File: src/rtl/bdd_pkg.sv
// Shared widths, node table entry layout and walker state encoding for the BDD node walker.
// Table entries are packed so a single write word carries a whole node.
package bdd_pkg;

   localparam int BDD_NODES       = 64;
   localparam int NODE_W          = 6;
   localparam int CLASS_W         = 4;
   localparam int ACC_W           = 20;
   localparam int BDD_MAX_DEPTH   = 16;
   localparam int BDD_ACC_TIMEOUT = 32;
   localparam int ENTRY_W         = 1 + CLASS_W + 2*NODE_W + ACC_W;

   typedef struct packed {
      logic               leaf;
      logic [CLASS_W-1:0] cls;
      logic [NODE_W-1:0]  left;
      logic [NODE_W-1:0]  right;
      logic [ACC_W-1:0]   threshold;
   } node_entry_t;

   typedef enum logic [2:0] {
      ST_IDLE,
      ST_ISSUE,
      ST_WAIT,
      ST_DONE,
      ST_ERR
   } walk_state_t;

endpackage

File: src/rtl/bdd_node_table.sv
// Node table: NODES entries, one synchronous write port, one combinational read port.
// Indices at or above NODES wrap back into the table; contents are never reset.
module bdd_node_table
   import bdd_pkg::*;
#(
   parameter int NODES = BDD_NODES
) (
   input  logic               i_clk,
   input  logic               i_we,
   input  logic [NODE_W-1:0]  i_waddr,
   input  logic [ENTRY_W-1:0] i_wdata,
   input  logic [NODE_W-1:0]  i_raddr,
   output logic [ENTRY_W-1:0] o_rdata
);

   logic [ENTRY_W-1:0] r_mem [NODES];
   logic [NODE_W-1:0]  w_waddr;
   logic [NODE_W-1:0]  w_raddr;

   // NODE_W is clog2(NODES), so one subtraction is enough to fold any index back in range.
   function automatic logic [NODE_W-1:0] wrap_idx(input logic [NODE_W-1:0] idx);
      if ({1'b0, idx} >= (NODE_W+1)'(NODES))
         return idx - NODE_W'(NODES);
      return idx;
   endfunction

   assign w_waddr = wrap_idx(i_waddr);
   assign w_raddr = wrap_idx(i_raddr);

   always_ff @(posedge i_clk) begin
      if (i_we)
         r_mem[w_waddr] <= i_wdata;
   end

   assign o_rdata = r_mem[w_raddr];

endmodule

File: src/rtl/bdd_node_walker.sv
// Decision-tree walker: requests MAC results per node, branches on threshold, reports leaf class.
// Optional path trace outputs when BDD_PATH_TRACE_EN is defined.
module bdd_node_walker
   import bdd_pkg::*;
#(
   parameter int NODES       = BDD_NODES,
   parameter int MAX_DEPTH   = BDD_MAX_DEPTH,
   parameter int ACC_TIMEOUT = BDD_ACC_TIMEOUT
) (
   input  logic                 i_clk,
   input  logic                 i_rst_n,
   input  logic                 i_tbl_we,
   input  logic [NODE_W-1:0]    i_tbl_waddr,
   input  logic [ENTRY_W-1:0]   i_tbl_wdata,
   input  logic                 i_start,
   output logic [NODE_W-1:0]    o_node_idx,
   output logic                 o_coeff_req,
   input  logic [ACC_W-1:0]     i_acc,
   input  logic                 i_acc_valid,
   output logic [CLASS_W-1:0]   o_class_out,
   output logic                 o_class_valid,
   output logic                 o_busy,
`ifdef BDD_PATH_TRACE_EN
   output logic [MAX_DEPTH-1:0] o_path_bits,
   output logic [$clog2(MAX_DEPTH+1)-1:0] o_path_len,
`endif
   output logic                 o_walk_err
);

   localparam int DEPTH_W = $clog2(MAX_DEPTH+1);
   localparam int TMO_W   = $clog2(ACC_TIMEOUT);

   walk_state_t        r_state;
   walk_state_t        w_state_n;
   logic [NODE_W-1:0]  r_node_idx;
   logic [CLASS_W-1:0] r_class;
   logic [DEPTH_W-1:0] r_depth;
   logic [DEPTH_W-1:0] w_depth_n;
   logic [TMO_W-1:0]   r_tmo;
   logic [ENTRY_W-1:0] w_rdata;
   node_entry_t        w_entry;
   logic               w_busy;
   logic               w_tbl_we;
   logic               w_coeff_req;
   logic               w_class_valid;
   logic               w_walk_err;
   logic               w_go_right;
`ifdef BDD_PATH_TRACE_EN
   logic [MAX_DEPTH-1:0] r_path_bits;
   logic [DEPTH_W-1:0]   r_path_len;
`endif

   assign w_tbl_we = i_tbl_we & ~w_busy;

   bdd_node_table #(.NODES(NODES)) u_table (
      .i_clk   (i_clk),
      .i_we    (w_tbl_we),
      .i_waddr (i_tbl_waddr),
      .i_wdata (i_tbl_wdata),
      .i_raddr (r_node_idx),
      .o_rdata (w_rdata)
   );

   assign w_entry    = node_entry_t'(w_rdata);
   assign w_go_right = (i_acc >= w_entry.threshold);
   assign w_depth_n  = r_depth + DEPTH_W'(1);

   always_comb begin
      w_state_n     = r_state;
      w_coeff_req   = 1'b0;
      w_class_valid = 1'b0;
      w_walk_err    = 1'b0;
      w_busy        = (r_state != ST_IDLE);
      case (r_state)
         ST_IDLE: begin
            if (i_start)
               w_state_n = ST_ISSUE;
         end
         ST_ISSUE: begin
            if (w_entry.leaf) begin
               w_state_n = ST_DONE;
            end else begin
               w_coeff_req = 1'b1;
               w_state_n   = ST_WAIT;
            end
         end
         ST_WAIT: begin
            if (i_acc_valid)
               w_state_n = (w_depth_n == DEPTH_W'(MAX_DEPTH)) ? ST_ERR : ST_ISSUE;
            else if (r_tmo == TMO_W'(ACC_TIMEOUT - 1))
               w_state_n = ST_ERR;
         end
         ST_DONE: begin
            w_class_valid = 1'b1;
            w_state_n     = ST_IDLE;
         end
         ST_ERR: begin
            w_walk_err = 1'b1;
            w_state_n  = ST_IDLE;
         end
         default: w_state_n = ST_IDLE;
      endcase
   end

   always_ff @(posedge i_clk or negedge i_rst_n) begin
      if (!i_rst_n) begin
         r_state    <= ST_IDLE;
         r_node_idx <= '0;
         r_class    <= '0;
         r_depth    <= '0;
         r_tmo      <= '0;
`ifdef BDD_PATH_TRACE_EN
         r_path_bits <= '0;
         r_path_len  <= '0;
`endif
      end else begin
         r_state <= w_state_n;
         case (r_state)
            ST_IDLE: begin
               if (i_start) begin
                  r_node_idx <= '0;
                  r_depth    <= '0;
`ifdef BDD_PATH_TRACE_EN
                  r_path_bits <= '0;
                  r_path_len  <= '0;
`endif
               end
            end
            ST_ISSUE: begin
               if (w_entry.leaf)
                  r_class <= w_entry.cls;
               else
                  r_tmo <= '0;
            end
            ST_WAIT: begin
               if (i_acc_valid) begin
                  r_node_idx <= w_go_right ? w_entry.right : w_entry.left;
                  r_depth    <= w_depth_n;
`ifdef BDD_PATH_TRACE_EN
                  r_path_bits <= {r_path_bits[MAX_DEPTH-2:0], w_go_right};
                  r_path_len  <= r_path_len + DEPTH_W'(1);
`endif
               end else begin
                  r_tmo <= r_tmo + TMO_W'(1);
               end
            end
            default: ;
         endcase
      end
   end

   assign o_node_idx    = r_node_idx;
   assign o_coeff_req   = w_coeff_req;
   assign o_class_out   = r_class;
   assign o_class_valid = w_class_valid;
   assign o_busy        = w_busy;
   assign o_walk_err    = w_walk_err;
`ifdef BDD_PATH_TRACE_EN
   assign o_path_bits   = r_path_bits;
   assign o_path_len    = r_path_len;
`endif

endmodule

File: config.mk
export PLATFORM = sky130hd
export DESIGN_NAME = bdd_node_walker
export DESIGN_NICKNAME = d
export VERILOG_FILES = /design/src/rtl/bdd_pkg.sv /design/src/rtl/bdd_node_table.sv /design/src/rtl/bdd_node_walker.sv
export SDC_FILE = /design/constraint.sdc
export NUM_CORES = 2
export LEC_CHECK = 0
export CORE_MARGIN = 8
export CORE_UTILIZATION = 55
export CTS_CLUSTER_DIAMETER = 40
export DETAILED_ROUTE_END_ITERATION = 7
export HOLD_SLACK_MARGIN = 0.02
export MAX_ROUTING_LAYER = met4
export PLACE_DENSITY = 0.71
export RECOVER_POWER = 100
export SYNTH_ARGS = -nofsm -noshare
export SYNTH_HDL_FRONTEND = slang
export SYNTH_SLANG_ARGS = --single-unit
File: constraint.sdc
create_clock -name i_clk -period 6.4 [get_ports i_clk]
set_clock_uncertainty 0.15 [all_clocks]
set_input_delay 1.28 -clock i_clk [delete_from_list [all_inputs] [get_ports i_clk]]
set_output_delay 1.28 -clock i_clk [all_outputs]
set_load 0.05 [all_outputs]
==> impl_summary.log <==
[metrics] Worst Path Arrival: 6.59 ns
[metrics] slowest cell delay on critical path: 2.19 ns
[metrics] floorplan die area: 181000 sq um
[metrics] number of vias after detailed routing: 46448
[metrics] quantity of hold-fixing buffers added after cts: 0
[metrics] status: finished, violations left
[metrics] cells traversed along the worst timing path: nor3_1, clkbuf_1, and3_1, nand3_1, nor2_1, clkbuf_2
[metrics] Max Fanout on Critical Path: 21
[metrics] I/O Pins: 82
[metrics] DPL Wire Length: 135000 um
[metrics] aggregate global routing overflow: 0
[metrics] Setup CP Type: register to register
[metrics] violated checks: capacitance limit, slew limit
[metrics] top cell type's share of synthesized area: 77.0%
[metrics] startpoint of the most critical register-to-register path: r_state[2]$_DFFE_PN0P_
[metrics] initial antenna violation count: 20
[metrics] fraction of the yosys area taken by sequential cells: 77.7%
[metrics] first-pass GRT wire length: 352000 um
[metrics] deepest level of the CTS H-tree: 5
[metrics] Worst Setup Slack post-DPL: 0.308 ns
[metrics] clock transition at the registers of the reported paths: 0.06 ns
[metrics] post-synth net total: 4100
[metrics] # clock sinks: 2391
[metrics] Setup WS post-layout: 0.157 ns
[metrics] insertion delay to the later sink of the worst-skew pair: 0.92 ns
[metrics] prevailing post-synth register cell: edfxtp_1
[metrics] Netlist Area Pre-Place: 92300 sq um
[metrics] DR WL/cell: 37.5 um
[metrics] part of the cycle the worst path needs: 97.5%
[metrics] Cell Count, Final, Fillers Out: 6776
[metrics] initial detailed-routing violation count: 6947
[metrics] Post-Route WL: 254000 um
[metrics] root buffer cell: clkbuf_16
[metrics] end of the worst register-to-register path: u_table.r_mem[23][19]$_DFFE_PP_
[metrics] overall fraction of global-route tracks in use: 28.7%
[metrics] setup repair after global routing missed its margin: false
[metrics] relative slew slack: -120%
[metrics] Slew Viols, Final: 4360
[metrics] post-route cell area: 105000 sq um
[metrics] share of layout cells above drive strength 1: 27.7%
[metrics] FF-to-FF path depth: 6
[metrics] Sum Neg Setup Slack: 0 ns
[metrics] Pwr per Cell Area: 427 nW/um^2
[metrics] number of rows created at floorplan: 150
[metrics] final hold vios: 0
[metrics] library cell with the highest instance count after synthesis: edfxtp_1
[metrics] cell with the largest stage delay on the worst path: nor2_1
[metrics] Bufs on Longest Clock Path: 4
[metrics] endpoint required time on the critical path: 6.75 ns
[metrics] DP Cell Count: 6255
[metrics] maximum VDD drop: 0.000333 V
[metrics] setup-violating endpoint count in the final report: 0
[metrics] classification of the worst-slack hold path: register to register
[metrics] die outline width: 426 um
[metrics] I/O Buffers: 81
[metrics] Core ar.: 167000 sq um
[metrics] instance count along the most critical hold path: 1
[metrics] FF+latch count, synth: 2391
[metrics] vias in the first global route: 45848
[metrics] clock buffer count from CTS: 299
[metrics] sort of element at the start of the critical path: register
[metrics] maximum number of pins on one net before global-route repair: 114
[metrics] Setup crit end kind: register
[metrics] remaining antenna violation count: 0
[metrics] critical path startpoint: r_state[2]$_DFFE_PN0P_
[metrics] total power after layout: 0.0450 W
[metrics] floorplan die height: 426 um
[metrics] largest area contributor in the netlist: edfxtp_1
[metrics] max cap viols: 131
[metrics] reported leakage power: 32.3 nW
[metrics] # DRC: 0
[metrics] slew at the pin with the worst max-slew slack: 3.30 ns
[metrics] post-synthesis async set-or-reset flop share: 0.962%
[metrics] Max Fclk: 160 MHz
[metrics] Warnings, synthesis: 0
[metrics] Pre-antenna DRT Iters: 6
[metrics] fillers: 10732
[metrics] most area-consuming cells after synthesis: edfxtp_1 77%, mux4_2 15%, mux2i_1 1.4%, dfrtp_1 0.62%, nor2_1 0.47%
[metrics] number of buffers added for setup after CTS: 0
[metrics] starting utilization of the core area: 55.3%
[metrics] synth-to-layout area growth: 14.3%
[metrics] routability-driven placement congestion ratio: 0.821
[metrics] number of synthesized flops with an enable pin: 2368
[metrics] Gates resized, CTS repair: 0
[metrics] CTS tree: yes
[metrics] final critical-path required period: 6.24 ns
[metrics] mean instance size in the synthesized netlist: 23.0 sq um
[metrics] number of unique standard cell types used by synthesis: 63
[metrics] dpl cell area: 97000 sq um
[metrics] slack of the worst reg-to-reg path: 0.16 ns
[metrics] top cell types by occurrence after synthesis: 2368 x edfxtp_1, 633 x mux4_2, 130 x mux2i_1
[metrics] Worst Setup EP: u_table.r_mem[23][19]$_DFFE_PP_
[metrics] layout net count: 4443
[metrics] via-per-instance ratio: 6.85
[metrics] synthesized netlist cell count: 4009
==> worst max-delay path: cells and delay by family (launching register included) <==
family	cells	cell delay, ns
AND/OR/NAND/NOR	4	3.16
buffers and inverters	2	1.95
flip-flops	1	0.52
==> through the flow <==
stage | util, % | hold slack, ns
5_1_grt | 63.2 | 0.381
2_1_floorplan | - | 0.337
3_5_place_dp | 58.1 | 0.344
6_report | 63.2 | 0.346
3_3_place_gp | 58.1 | 0.344
4_1_cts | 63.9 | 0.356
==> cells by family (layout without fill, tap and decap cells) <==
group	Yosys count	in the layout	synth area share, %
DFF	2391	2391	77.7
muxes	799	799	17.3
and+or+nand+nor	308	308	1.50
AOI/OAI and AO/OA	258	258	1.85
buffers and inverters	228	782	1.36
adders and majority gates	23	23	0.312
xor gates and xnor gates	2	2	0.0190
other	0	9	0
==> registers in the layout (all words and copies together), names as in the netlist <==
name           flops
u_table.r_mem   2368
o_node_idx         6
r_tmo              5
r_state            3
r_depth            5
o_class_out        4
==> final cells by class <==
| class | instances | area, sq um | area share [%] |
|---|---|---|---|
| clock inverters | 174 | 1960 | 1.86 |
| flip-flops and latches | 2391 | 71700 | 68.0 |
| repair buffers | 253 | 1800 | 1.71 |
| inverters | 17 | 68.8 | 0.0652 |
| multi-input cells | 1390 | 19500 | 18.4 |
| well taps | 2204 | 2760 | 2.61 |
| diodes | 9 | 22.5 | 0.0214 |
| clock buffers | 338 | 7710 | 7.31 |
==> layer usage <==
metal  track usage, %  share of wire, %  vias to the layer above
met5                -                 0                        -
met4             11.2               4.6                        0
met3             6.01                11                      691
met2             44.9                49                     3366
met1             37.6                36                    24527
li1                 -                 -                    17864
==> power by group <==
part | switching [W] | internal, W | leakage (nW)
clock | 0.00646 | 0.0101 | 4.70
sequential | 0.000328 | 0.0174 | 21.6
combinational | 0.00584 | 0.00494 | 6.05
total | 0.0126 | 0.0324 | 32.3
==> layout by cell type, fill, tap and decap left out, types with 39 or more instances in the layout <==
master     netlist  final
nand2_1         95     95
clkbuf_2         0     48
buf_4           36     56
a22oi_1         42     42
nor2_1         116    102
inv_6            0     39
o21ai_0         53     53
clkbuf_16        0    302
a21oi_1         65     65
mux2i_1        130    130
mux4_2         633    633
clkbuf_1        66    119
edfxtp_1      2368   2368
==> worst min-delay path by stage <==
stage	start	to	slack [ns]
after CTS	o_class_out[2]$_DFFE_PN0P_	o_class_out[2]$_DFFE_PN0P_	0.36
after global placement	o_class_out[2]$_DFFE_PN0P_	o_class_out[2]$_DFFE_PN0P_	0.34
final	o_class_out[2]$_DFFE_PN0P_	o_class_out[2]$_DFFE_PN0P_	0.35
after detailed placement	o_class_out[2]$_DFFE_PN0P_	o_class_out[2]$_DFFE_PN0P_	0.34
after global routing	o_class_out[2]$_DFFE_PN0P_	o_class_out[2]$_DFFE_PN0P_	0.38
after floorplan	r_tmo[2]$_DFFE_PN0P_	r_tmo[2]$_DFFE_PN0P_	0.34
(Power assumes the default switching activity.)
